`src/rtl/game_ctrl_pkg.sv`:
```
// Shared game-flow encodings and geometry constants, common to the pipe
// generator, the renderer and the game controller.
package game_ctrl_pkg;

  typedef enum logic [1:0] {
    ST_IDLE = 2'd0,
    ST_PLAY = 2'd1,
    ST_OVER = 2'd2
  } state_t;

  localparam int COORD_W     = 12;
  localparam int NUM_PIPES   = 2;

  localparam int SCREEN_W    = 1024;
  localparam int SCREEN_H    = 768;
  localparam int BIRD_X      = 300;
  localparam int BIRD_W      = 34;
  localparam int BIRD_H      = 24;
  localparam int PIPE_W      = 80;
  localparam int PIPE_GAP_H  = 200;
  localparam int FLOOR_Y     = 768;
  localparam int LOCK_FRAMES = 30;

  // One pipe as seen by the collision logic
  typedef struct packed {
    logic [COORD_W-1:0] x;
    logic [COORD_W-1:0] gap_y;
  } pipe_t;

endpackage

```
`src/rtl/game_ctrl_bcd_cnt3.sv`:
```
// Three-digit packed-BCD counter: synchronous clear, increment with digit
// carry, holds at 999. q_inc exposes the would-be next value so callers can
// act on an increment in the same cycle it is applied.
module bcd_cnt3 (
  input  logic        clk,
  input  logic        rst_n,
  input  logic        clr,
  input  logic        inc,
  output logic [11:0] q,
  output logic [11:0] q_inc
);

  // Saturating BCD increment of the current value
  always_comb begin
    q_inc = q;
    if (q != 12'h999) begin
      if (q[3:0] != 4'd9) begin
        q_inc[3:0] = q[3:0] + 4'd1;
      end else begin
        q_inc[3:0] = 4'd0;
        if (q[7:4] != 4'd9) begin
          q_inc[7:4] = q[7:4] + 4'd1;
        end else begin
          q_inc[7:4]  = 4'd0;
          q_inc[11:8] = q[11:8] + 4'd1;
        end
      end
    end
  end

  // Count register; clear wins over increment
  always_ff @(posedge clk or negedge rst_n) begin
    if (!rst_n)   q <= '0;
    else if (clr) q <= '0;
    else if (inc) q <= q_inc;
  end

endmodule

```
`src/rtl/game_ctrl.sv`:
```
// Game-flow controller: button edge detect, per-frame bird/pipe/floor
// collision, IDLE/PLAY/OVER sequencing, current and best BCD scores.
module game_ctrl
  import game_ctrl_pkg::*;
#(
  parameter int BIRD_X_P      = BIRD_X,
  parameter int BIRD_W_P      = BIRD_W,
  parameter int BIRD_H_P      = BIRD_H,
  parameter int PIPE_W_P      = PIPE_W,
  parameter int PIPE_GAP_H_P  = PIPE_GAP_H,
  parameter int FLOOR_Y_P     = FLOOR_Y,
  parameter int LOCK_FRAMES_P = LOCK_FRAMES
) (
  input  logic        clk,
  input  logic        rst_n,
  input  logic        frame_en,
  input  logic        btn_flap,
  input  logic [11:0] bird_y,
  input  logic [11:0] pipe1_x,
  input  logic [11:0] pipe1_gap_y,
  input  logic [11:0] pipe2_x,
  input  logic [11:0] pipe2_gap_y,
  input  logic        score_pulse,
  output logic        game_active,
  output logic        game_over,
  output logic [1:0]  state,
  output logic        hit,
  output logic [11:0] score_bcd,
  output logic [11:0] best_bcd
);

  localparam int          LOCK_W = $clog2(LOCK_FRAMES_P + 1);
  // All geometry arithmetic is carried at 13 bits so sums never wrap
  localparam logic [12:0] BX     = 13'(BIRD_X_P);
  localparam logic [12:0] BX_R   = 13'(BIRD_X_P + BIRD_W_P);
  localparam logic [12:0] BH     = 13'(BIRD_H_P);
  localparam logic [12:0] PW     = 13'(PIPE_W_P);
  localparam logic [12:0] HALF   = 13'(PIPE_GAP_H_P / 2);
  localparam logic [12:0] FLOOR  = 13'(FLOOR_Y_P);

  state_t             st;
  logic [LOCK_W-1:0]  lock_cnt;
  logic               sync1, sync2, btn_dly;
  logic               btn_rise;
  logic               go_play;
  logic               coll;
  logic               score_inc;
  logic [11:0]        score_next;
  logic [11:0]        score_q_inc;

  // Button: two-flop synchroniser plus a delay flop for edge detect
  always_ff @(posedge clk or negedge rst_n) begin
    if (!rst_n) begin
      sync1   <= 1'b0;
      sync2   <= 1'b0;
      btn_dly <= 1'b0;
    end else begin
      sync1   <= btn_flap;
      sync2   <= sync1;
      btn_dly <= sync2;
    end
  end

  assign btn_rise = sync2 & ~btn_dly;

  // Per-pipe collision; a pipe with x >= 2048 has wrapped off the left edge
  pipe_t [NUM_PIPES-1:0]  pipes;
  logic  [NUM_PIPES-1:0]  pipe_hit;
  logic  [12:0]           by, by_bot;

  assign pipes[0] = '{x: pipe1_x, gap_y: pipe1_gap_y};
  assign pipes[1] = '{x: pipe2_x, gap_y: pipe2_gap_y};
  assign by       = {1'b0, bird_y};
  assign by_bot   = by + BH;

  for (genvar g = 0; g < NUM_PIPES; g++) begin : g_pipe
    logic [12:0] px, gy, top, bot;
    logic        x_ov, y_out;
    assign px       = {1'b0, pipes[g].x};
    assign gy       = {1'b0, pipes[g].gap_y};
    assign x_ov     = ~pipes[g].x[11] && (px < BX_R) && ((px + PW) > BX);
    assign top      = (gy < HALF) ? 13'd0 : (gy - HALF);
    assign bot      = gy + HALF;
    assign y_out    = (by < top) || (by_bot > bot);
    assign pipe_hit[g] = x_ov & y_out;
  end

  assign coll = (|pipe_hit) || (by_bot > FLOOR) || bird_y[11];

  // Restart is only honoured from IDLE or from OVER once the lockout expires
  assign go_play    = btn_rise && ((st == ST_IDLE) || ((st == ST_OVER) && (lock_cnt == '0)));
  assign score_inc  = score_pulse && (st == ST_PLAY);
  assign score_next = score_inc ? score_q_inc : score_bcd;

  bcd_cnt3 u_score (
    .clk   (clk),
    .rst_n (rst_n),
    .clr   (go_play),
    .inc   (score_inc),
    .q     (score_bcd),
    .q_inc (score_q_inc)
  );

  // Game state machine with registered flags, lockout and best score
  always_ff @(posedge clk or negedge rst_n) begin
    if (!rst_n) begin
      st          <= ST_IDLE;
      game_active <= 1'b0;
      game_over   <= 1'b0;
      hit         <= 1'b0;
      lock_cnt    <= '0;
      best_bcd    <= '0;
    end else begin
      case (st)
        ST_IDLE: begin
          if (go_play) begin
            st          <= ST_PLAY;
            game_active <= 1'b1;
            hit         <= 1'b0;
          end
        end
        ST_PLAY: begin
          if (frame_en && coll) begin
            st          <= ST_OVER;
            game_active <= 1'b0;
            game_over   <= 1'b1;
            hit         <= 1'b1;
            lock_cnt    <= LOCK_W'(LOCK_FRAMES_P);
            // Packed BCD compares correctly as plain unsigned
            if (score_next > best_bcd) best_bcd <= score_next;
          end
        end
        ST_OVER: begin
          if (go_play) begin
            st          <= ST_PLAY;
            game_active <= 1'b1;
            game_over   <= 1'b0;
            hit         <= 1'b0;
          end else if (frame_en && (lock_cnt != '0)) begin
            lock_cnt <= lock_cnt - 1'b1;
          end
        end
        default: begin
          st          <= ST_IDLE;
          game_active <= 1'b0;
          game_over   <= 1'b0;
        end
      endcase
    end
  end

  assign state = st;

endmodule

```
`config.mk`:
```
export PLATFORM = sky130hd
export DESIGN_NAME = game_ctrl
export DESIGN_NICKNAME = d
export VERILOG_FILES = /design/src/rtl/game_ctrl_pkg.sv /design/src/rtl/game_ctrl_bcd_cnt3.sv /design/src/rtl/game_ctrl.sv
export SDC_FILE = /design/constraint.sdc
export NUM_CORES = 1
export LEC_CHECK = 0
export CAP_MARGIN = 0
export CORE_MARGIN = 2
export CORE_UTILIZATION = 57
export DETAILED_ROUTE_END_ITERATION = 6
export HOLD_SLACK_MARGIN = 0.12
export PLACE_DENSITY = 0.88
export SLEW_MARGIN = 10
export SYNTH_ARGS = -nofsm -noshare
export SYNTH_HDL_FRONTEND = slang
export SYNTH_SLANG_ARGS = --single-unit
```
`constraint.sdc`:
```
create_clock -name clk -period 6.69 [get_ports clk]
set_input_delay 1.338 -clock clk [delete_from_list [all_inputs] [get_ports clk]]
set_output_delay 1.338 -clock clk [all_outputs]
set_load 0.005 [all_outputs]
```
==> results.json, run 1 <==
{
  "status": "finished clean",
  "vias_per_cell": 5.98,
  "required_ps": 6870,
  "globalRoute.busiestLayer": "met2",
  "cp.buffers_inverters": 1,
  "dp_hpwl_um": 9220,
  "rows": 31,
  "regArea_sq_um": 926,
  "grt-ovfl-total": 0,
  "ant_nets": 0,
  "port_buffers": 93,
  "die_h_um": 91.1,
  "drc": 0,
  "cts.repair_timing.setup_buffer_count": 0,
  "die_x_um": 91.1,
  "use_met1": 0.328,
  "syn_inst": 526,
  "tightestPinTransition_ps": 788,
  "critPathLaunchType": "input port",
  "synth_area_sq_mm": 0.00432,
  "yosys.area.top_type": "dfrtp_1",
  "cts_resized": 0,
  "fin_crit_sh": 0.770,
  "antenna_found_initial": 0,
  "synth_top_area_frac": 0.214,
  "nNetsFinal": 751,
  "endpoint_kind": "register",
  "whs_ps": 357,
  "finalCriticalPeriod_ps": 5150,
  "multiInputGateArea_sq_mm": 0.00316,
  "cts_num_sinks": 37,
  "fin_tns_setup_ps": 0,
  "slew-limit-headroom": 0.475,
  "synth_flop_cell": "dfrtp_1",
  "placeableCoreArea_sq_mm": 0.00729,
  "yosysSeqAreaShare": 0.214,
  "dp_slack_ps": 1240,
  "ys_ff_latch": 37,
  "final.setup.worst_slack_ps": 1540,
  "use_met3": 0.0324,
  "synth_edf_count": 0,
  "min-delay-path-class": "register to register",
  "num_vias": 4279,
  "pin_count": 94,
  "grt_pass1_wl_um": 19500,
  "cts.clk_slew.worst_paths_ps": 70,
  "area_growth_syn_to_layout_pct": 25.8,
  "cap_violations": 0,
  "cts_hold_buf": 0,
  "p_leak_nw": 2.48,
  "final_layout_size_suffix_gt1_frac": 0.0357,
  "p_total_mw": 0.846,
  "n_antenna_cell": 0,
  "cp_slowest_cell": "clkdlybuf4s50_1",
  "drv_slew": 0,
  "wire_per_inst_um": 15.9,
  "dr.pass1.iters": 5,
  "synth.distinct_cells": 59,
  "htreeDepth": 2,
  "die_area_sq_mm": 0.00829,
  "max_stage_delay_ps": 530,
  "path_cells": "clkdlybuf4s50_1 > ha_1 > a211oi_1 > nor2_1 > nand3_1 > xor2_1 > ha_1 > a21oi_1 > o21ai_0 > mux2i_1 > mux2_2 > o311ai_1 > o211a_1 > and2_4 > mux2_2",
  "routabilityCongestion": 0.872,
  "synth_fp_nets": 661,
  "synthTopCellsByArea": "dfrtp_1 21%, ha_1 20%, nand2_1 4.5%, xnor2_1 4.5%, inv_1 3.9%",
  "p_per_area_mw_per_mm2": 156,
  "cts_tree": "built",
  "crit_arrival_ps": 5330,
  "critical_path_class": "input port to register",
  "setup_viol": 0,
  "globalRouteMet2Util": 0.530,
  "clock.fmax_ghz": 0.194,
  "ys_warn_count": 0,
  "fill_cells": 558,
  "peakVddDrop_uv": 218,
  "cts.path.max_buffers": 2,
  "initial_core_util": 0.592,
  "grt_start_max_net_pins": 38,
  "cts-root-buf": "clkbuf_8",
  "numCtsBuffers": 5,
  "async_flop_share": 1.00,
  "clock_skew_ps": 8.03,
  "clk-insertion-delay-late_ps": 300,
  "grtUsageTotal": 0.282,
  "syn_avg_cell_area_sq_um": 8.21,
  "crit_fanout": 12,
  "rsz0062_at_grt": "no",
  "hold_viol_final": 0,
  "drt_wl_total_um": 11400,
  "grt_pass1_vias": 4372,
  "initialDrtViolationCount": 162,
  "path_delay_family": "compound AO/OA/AOI/OAI gates"
}
registers in the layout, summed over array words and instances (netlist names):
name,cells
best_bcd,12
btn_dly,1
game_active,1
game_over,1
hit,1
lock_cnt,5
state,2
sync1,1
sync2,1
u_score.q,12
cell type report:
cell class,count,area share
Clock buffer,6,0.0152
Clock inverter,2,0.00690
Inverter,45,0.0311
Multi-Input combinational cell,433,0.581
Sequential cell,37,0.170
Tap cell,99,0.0228
Timing Repair Buffer,94,0.173
power breakdown:
| part | leakage (nW) | internal [mW] | switching (mW) |
|---|---|---|---|
| Clock | 0.0574 | 0.121 | 0.0833 |
| Combinational | 1.99 | 0.179 | 0.178 |
| Sequential | 0.434 | 0.251 | 0.0336 |
kinds of logic (layout without fill, tap and decap cells):
group / after synthesis / in the layout / synth area share
simple gates: 190 / 190 / 0.222
mux: 17 / 17 / 0.0423
compound gates: 116 / 116 / 0.180
xor+xnor: 40 / 40 / 0.0846
flops: 37 / 37 / 0.214
fa+ha+maj: 70 / 70 / 0.203
buf+inv: 56 / 147 / 0.0544
cell usage after synthesis, drive strengths merged, types with 2 or more instances:
| master | number |
|---|---|
| o21a | 9 |
| xor2 | 17 |
| o2111ai | 3 |
| nand4 | 10 |
| xnor2 | 22 |
| a31oi | 7 |
| nand3 | 26 |
| inv | 45 |
| a211o | 2 |
| nor3 | 15 |
| a2111oi | 3 |
| a2bb2oi | 2 |
| mux2i | 10 |
| buf | 5 |
| a21o | 9 |
| o31ai | 3 |
| o221ai | 3 |
| or4 | 3 |
| mux2 | 7 |
| and2 | 7 |
| a211oi | 2 |
| and3 | 3 |
| nor3b | 3 |
| o211ai | 5 |
| a22oi | 2 |
| clkbuf | 6 |
| nand2b | 7 |
| a311oi | 2 |
| nor2b | 9 |
| a21oi | 30 |
| and4 | 2 |
| or3 | 6 |
| dfrtp | 37 |
| nand2 | 52 |
| o21bai | 5 |
| nand4b | 3 |
| ha | 70 |
| o21ai | 21 |
| nor2 | 37 |
worst paths after layout:
check	from	to	slack [ps]	cells past startpoint
worst max register to register	state[0]	best_bcd[11]	2750	13
worst max-delay path	pipe2_gap_y[2]	best_bcd[11]	1540	15
max in group asynchronous	rst_n	best_bcd[8]	4910	2
min in group asynchronous	rst_n	best_bcd[9]	1450	2
worst min-delay path	sync1	sync2	360	0
worst min register to register	sync1	sync2	360	0
placed cells by master, fill, tap and decap left out, drive strengths merged, types with 9 or more instances in the layout:
| cell | n |
|---|---|
| a21o | 9 |
| xor2 | 17 |
| dfrtp | 37 |
| o21ai | 21 |
| clkdlybuf4s50 | 93 |
| nor2b | 9 |
| a21oi | 30 |
| nor2 | 37 |
| ha | 70 |
| nand3 | 26 |
| nand4 | 10 |
| nand2 | 52 |
| o21a | 9 |
| mux2i | 10 |
| nor3 | 15 |
| xnor2 | 22 |
| inv | 45 |
per-stage QoR:
stage	util	area, sq um	std cells
CTS	0.746	5440	716
floorplan	-	4320	526
global placement	0.729	5320	708
detailed placement	0.729	5320	708
global route	0.746	5440	716
finish	0.746	5440	716
per-layer routing:
metal | wire length, um | up-vias
met5 | 0 | -
met2 | 6000 | 146
li1 | - | 2080
met1 | 4510 | 2023
met4 | 287 | 0
met3 | 595 | 30
Note: power is estimated with default switching activity, not from simulation.
==> run 2: changes to the inputs <==
--- a/config.mk
+++ b/config.mk
@@ -7,10 +7,10 @@
 export LEC_CHECK = 0
 export CAP_MARGIN = 0
 export CORE_MARGIN = 2
-export CORE_UTILIZATION = 57
+export CORE_UTILIZATION = 53
 export DETAILED_ROUTE_END_ITERATION = 6
 export HOLD_SLACK_MARGIN = 0.12
-export PLACE_DENSITY = 0.88
+export PLACE_DENSITY = 0.83
 export SLEW_MARGIN = 10
 export SYNTH_ARGS = -nofsm -noshare
 export SYNTH_HDL_FRONTEND = slang
==> constraint.sdc (replaced) <==
create_clock -name clk -period 5 [get_ports clk]
set_input_delay 1 -clock clk [delete_from_list [all_inputs] [get_ports clk]]
set_output_delay 1 -clock clk [all_outputs]
set_load 0.005 [all_outputs]
==> run 2 against run 1 <==
Net effect:
- combinational power grew 36%
- sequential power up 33%
- power grew 26%
- sequential share of layout area is essentially flat
- critical path depth unchanged
- first-iteration DRC count is 8.6% higher
- worst hold slack got worse by 7.3 ps
- non-clock buffer count increased by 6
- wire length up 0.87%
- count of clock-buffer cells in the layout rose by 2
- worst setup slack got worse by 990 ps
- largest power group unchanged
==> results.json, run 2 (synthesis results as in run 1) <==
{
  "drv_slew": 0,
  "finalCriticalPeriod_ps": 4450,
  "numCtsBuffers": 5,
  "reg_top3": "best_bcd: 12 flops, u_score.q: 12 flops, lock_cnt: 5 flops",
  "placeableCoreArea_sq_mm": 0.00781,
  "die_x_um": 94.3,
  "cts_tree": "built",
  "rows": 32,
  "p_leak_nw": 2.49,
  "multiInputGateArea_sq_mm": 0.00316,
  "fin_crit_sh": 0.891,
  "critical_path_class": "input port to register",
  "vias_per_cell": 5.84,
  "hold_viol_final": 0,
  "cts.clk_slew.worst_paths_ps": 70,
  "setup_viol": 0,
  "status": "finished clean",
  "num_vias": 4231,
  "grt-ovfl-total": 0,
  "cts.path.max_buffers": 2,
  "required_ps": 5180,
  "globalRouteMet2Util": 0.484,
  "tightestPinTransition_ps": 798,
  "clock_skew_ps": 8.37,
  "grtUsageTotal": 0.271,
  "use_met3": 0.0345,
  "rsz0062_at_grt": "no",
  "area_growth_syn_to_layout_pct": 26.0,
  "die_h_um": 94.3,
  "port_buffers": 93,
  "path_delay_family": "compound AO/OA/AOI/OAI gates",
  "critPathLaunchType": "input port",
  "drc": 0,
  "nNetsFinal": 757,
  "r2r_cells": 18,
  "endpoint_kind": "register",
  "cts_resized": 0,
  "drt_wl_total_um": 11500,
  "p_per_area_mw_per_mm2": 195,
  "antenna_found_initial": 0,
  "final_cell_mix": "93 x clkdlybuf4s50_1, 70 x ha_1, 52 x nand2_1, 45 x inv_1",
  "placed_area_sq_mm": 0.00537,
  "design_area_sq_mm": 0.00545,
  "pin_count": 94,
  "wire_per_inst_um": 15.8,
  "dr.pass1.iters": 4,
  "peakVddDrop_uv": 272,
  "slew-limit-headroom": 0.468,
  "grt_pass1_vias": 4321,
  "cp_slowest_cell": "clkdlybuf4s50_1",
  "dp_hpwl_um": 9380,
  "htreeDepth": 2,
  "min-delay-path-class": "register to register",
  "grt_pass1_wl_um": 19500,
  "final_common_cell": "clkdlybuf4s50_1",
  "ant_nets": 0,
  "initial_core_util": 0.553,
  "cts_num_sinks": 37,
  "cts-root-buf": "clkbuf_8",
  "regArea_sq_um": 926,
  "routabilityCongestion": 0.875,
  "clock.fmax_ghz": 0.225,
  "initialDrtViolationCount": 176,
  "crit_fanout": 12,
  "fill_cells": 627,
  "use_met1": 0.327,
  "path_cells": "clkdlybuf4s50_1 > ha_1 > a211oi_1 > nor2_1 > nand3_1 > xor2_1 > ha_1 > a21oi_1 > o21ai_0 > mux2i_1 > mux2_2 > o311ai_1 > o211a_1 > and2_4 > mux2_2",
  "cap_violations": 0,
  "fin_tns_setup_ps": 0,
  "clk-insertion-delay-late_ps": 290,
  "cts_hold_buf": 0,
  "cp.buffers_inverters": 1,
  "final_layout_size_suffix_gt1_frac": 0.0401,
  "crit_arrival_ps": 4630,
  "n_antenna_cell": 0,
  "globalRoute.busiestLayer": "met2",
  "max_stage_delay_ps": 530,
  "grt_start_max_net_pins": 38,
  "die_area_sq_mm": 0.00889,
  "cts.repair_timing.setup_buffer_count": 0,
  "hold_path_depth": 0,
  "crit_cells": 15
}
[run 2: power by group]
group	total, mW	switching [mW]	internal (mW)	leakage (nW)
combinational	0.484	0.240	0.244	2.02
clock	0.201	0.102	0.0990	0.0395
sequential	0.380	0.0437	0.336	0.434
total	1.06	0.385	0.679	2.49
[run 2: final cells by class]
type                       count  share of cell area
multi-input combinational    433               0.580
timing repair buffer         100               0.181
sequential                    37               0.170
inverter                      45              0.0310
tap                          102              0.0234
clock buffer                   8              0.0147
[run 2: worst register-to-register path: cells and delay by family (launching register included)]
| family | cells | cell delay, ps |
|---|---|---|
| multiplexers | 2 | 740 |
| buffers and inverters | 2 | 180 |
| flip-flops | 1 | 430 |
| adder cells (fa/ha/maj) | 2 | 440 |
| AO/OA/AOI/OAI | 4 | 740 |
| AND/OR/NAND/NOR | 8 | 1190 |
[run 2: per-layer routing]
metal | wire length, um | vias up
met1 | 4760 | 2004
li1 | - | 2087
met2 | 5950 | 110
met4 | 284 | 0
met5 | 0 | -
met3 | 490 | 30
[run 2: worst paths after layout]
check,startpoint,end,slack [ps]
worst min register to register,sync1,sync2,350
min in group asynchronous,rst_n,u_score.q[7],1120
worst min-delay path,sync1,sync2,350
worst max register to register,u_score.q[9],best_bcd[11],1140
max in group asynchronous,rst_n,best_bcd[5],3550
worst max-delay path,pipe2_gap_y[2],best_bcd[11],550
[run 2: through the flow]
step           instances  hold WS [ps]  power [mW]   util  setup slack (ps)
2_1_floorplan        526           331       0.658      -              1040
3_3_place_gp         717           336       0.839  0.687               332
3_5_place_dp         717           337       0.864  0.687               244
4_1_cts              725           353        1.06  0.697               540
5_1_grt              725           366        1.15  0.697               210
6_report             725           350        1.06  0.697               547
==> run 3: changes to the inputs <==
--- a/config.mk
+++ b/config.mk
@@ -6,7 +6,7 @@
 export NUM_CORES = 1
 export LEC_CHECK = 0
 export CAP_MARGIN = 0
-export CORE_MARGIN = 2
+export CORE_MARGIN = 8
 export CORE_UTILIZATION = 53
 export DETAILED_ROUTE_END_ITERATION = 6
 export HOLD_SLACK_MARGIN = 0.12
==> run 3 against run 2 <==
Net effect:
- clock power grew 9%
- via count is 0.31% lower
- cell count grew 0.55%
- count of clock-buffer cells in the layout down 2
- combinational power hardly changed
- non-clock buffer count up 2
- sequential cell count did not move
- worst hold slack better by 4.2 ps
==> results.json, run 3 (synthesis results as in run 1) <==
{
  "status": "finished clean",
  "critPathLaunchType": "input port",
  "slew-limit-headroom": 0.503,
  "crit_arrival_ps": 4720,
  "crit_fanout": 12,
  "reg2reg_from": "u_score.q[9]",
  "finish.utilization": 0.680,
  "grt-ovfl-total": 0,
  "pin_count": 94,
  "cts_tree": "built",
  "die_area_sq_mm": 0.0113,
  "cts.clk_slew.worst_paths_ps": 70,
  "port_buffers": 93,
  "numCtsBuffers": 5,
  "peakVddDrop_uv": 220,
  "n_antenna_cell": 0,
  "antenna_found_initial": 0,
  "hold_path_depth": 0,
  "cts-root-buf": "clkbuf_8",
  "cts.repair_timing.setup_buffer_count": 0,
  "p_per_area_mw_per_mm2": 197,
  "rows": 33,
  "holdPathEnd": "sync2",
  "finalCriticalPeriod_ps": 4530,
  "grt_pass1_vias": 4385,
  "final_cell_mix": "93 x clkdlybuf4s50_1, 70 x ha_1, 52 x nand2_1, 45 x inv_1",
  "cap_violations": 0,
  "die_x_um": 106,
  "placeableCoreArea_sq_mm": 0.00805,
  "nNetsFinal": 759,
  "whs_ps": 354,
  "rsz0062_at_grt": "no",
  "p_leak_nw": 2.51,
  "regArea_sq_um": 926,
  "timing.reg2reg.setup_slack_ps": 1110,
  "endpoint_kind": "register",
  "fin_crit_sh": 0.906,
  "p_total_mw": 1.08,
  "critical_path_class": "input port to register",
  "rr_endpoint": "best_bcd[11]",
  "clk-insertion-delay-late_ps": 300,
  "required_ps": 5190,
  "grtUsageTotal": 0.210,
  "cts.path.max_buffers": 2,
  "hold_start": "sync1",
  "dp_hpwl_um": 9680,
  "setup_viol": 0,
  "drt_wl_total_um": 11700,
  "clock_skew_ps": 6.31,
  "area_growth_syn_to_layout_pct": 26.7,
  "placed_area_sq_mm": 0.00538,
  "drc": 0,
  "multiInputGateArea_sq_mm": 0.00316,
  "hold_viol_final": 0,
  "cts_num_sinks": 37,
  "design_area_sq_mm": 0.00547,
  "fin_tns_setup_ps": 0,
  "wire_per_inst_um": 16.1,
  "htreeDepth": 2,
  "reg_top3": "best_bcd: 12 flops, u_score.q: 12 flops, lock_cnt: 5 flops",
  "r2r_cells": 18,
  "initialDrtViolationCount": 142,
  "cts_hold_buf": 0,
  "tightestPinTransition_ps": 745,
  "final_common_cell": "clkdlybuf4s50_1",
  "ant_nets": 0,
  "final_layout_size_suffix_gt1_frac": 0.0465,
  "grt_pass1_wl_um": 20000,
  "grt_start_max_net_pins": 38,
  "die_h_um": 106,
  "initial_core_util": 0.537,
  "drv_slew": 0,
  "clock.fmax_ghz": 0.221,
  "vias_per_cell": 5.79,
  "min-delay-path-class": "register to register",
  "fill_cells": 667,
  "routabilityCongestion": 0.858,
  "dr.pass1.iters": 4,
  "cts_resized": 0,
  "crit_path_start": "pipe2_gap_y[2]",
  "num_vias": 4218
}
[run 3: cell count changes in the layout (fill, tap and decap cells not counted), sizes merged]
cell | previous run | this run
clkbuf | 8 | 6
buf | 7 | 9
clkinvlp | 0 | 1
[run 3: report_power, final]
group | internal (mW) | total [mW] | switching, mW
Sequential | 0.336 | 0.378 | 0.0422
Clock | 0.109 | 0.219 | 0.110
Combinational | 0.244 | 0.484 | 0.239
[run 3: layer usage]
metal,vias to the layer above,GRT usage,routed length [um]
met4,0,0.0613,174
met5,-,0,0
li1,2089,-,-
met1,2010,0.235,4760
met2,102,0.394,6200
met3,17,0.0399,604
[run 3: worst max-delay path, stage by stage]
cell             delay, ps
clkdlybuf4s50_1        530
ha_1                   300
a211oi_1               370
nor2_1                 110
nand3_1                110
xor2_1                  70
ha_1                   310
a21oi_1                 60
o21ai_0                250
mux2i_1                110
mux2_2                 270
o311ai_1               390
o211a_1                220
and2_4                 250
mux2_2                 360
[run 3: per-stage QoR]
stage / worst slack (ps) / std cells
after global placement: 324 / 722
after detailed placement: 173 / 722
after CTS: 486 / 729
final: 471 / 729
after global routing: 175 / 729
after floorplan: 1040 / 526
[run 3: area by class of cell]
| class | instances | share of cell area |
|---|---|---|
| Clock buffer | 6 | 0.0151 |
| Timing Repair Buffer | 102 | 0.182 |
| Clock inverter | 1 | 0.00137 |
| Multi-Input combinational cell | 433 | 0.577 |
| Sequential cell | 37 | 0.169 |
| Tap cell | 105 | 0.0240 |
| Inverter | 45 | 0.0309 |
[run 3: how the worst max path moves through the flow]
stage | endpoint | cells after the start
after CTS | best_bcd[11] | 15
after floorplan | best_bcd[10] | 16
after detailed placement | best_bcd[11] | 15
after global placement | best_bcd[9] | 15
final | best_bcd[11] | 15
after global routing | best_bcd[11] | 15
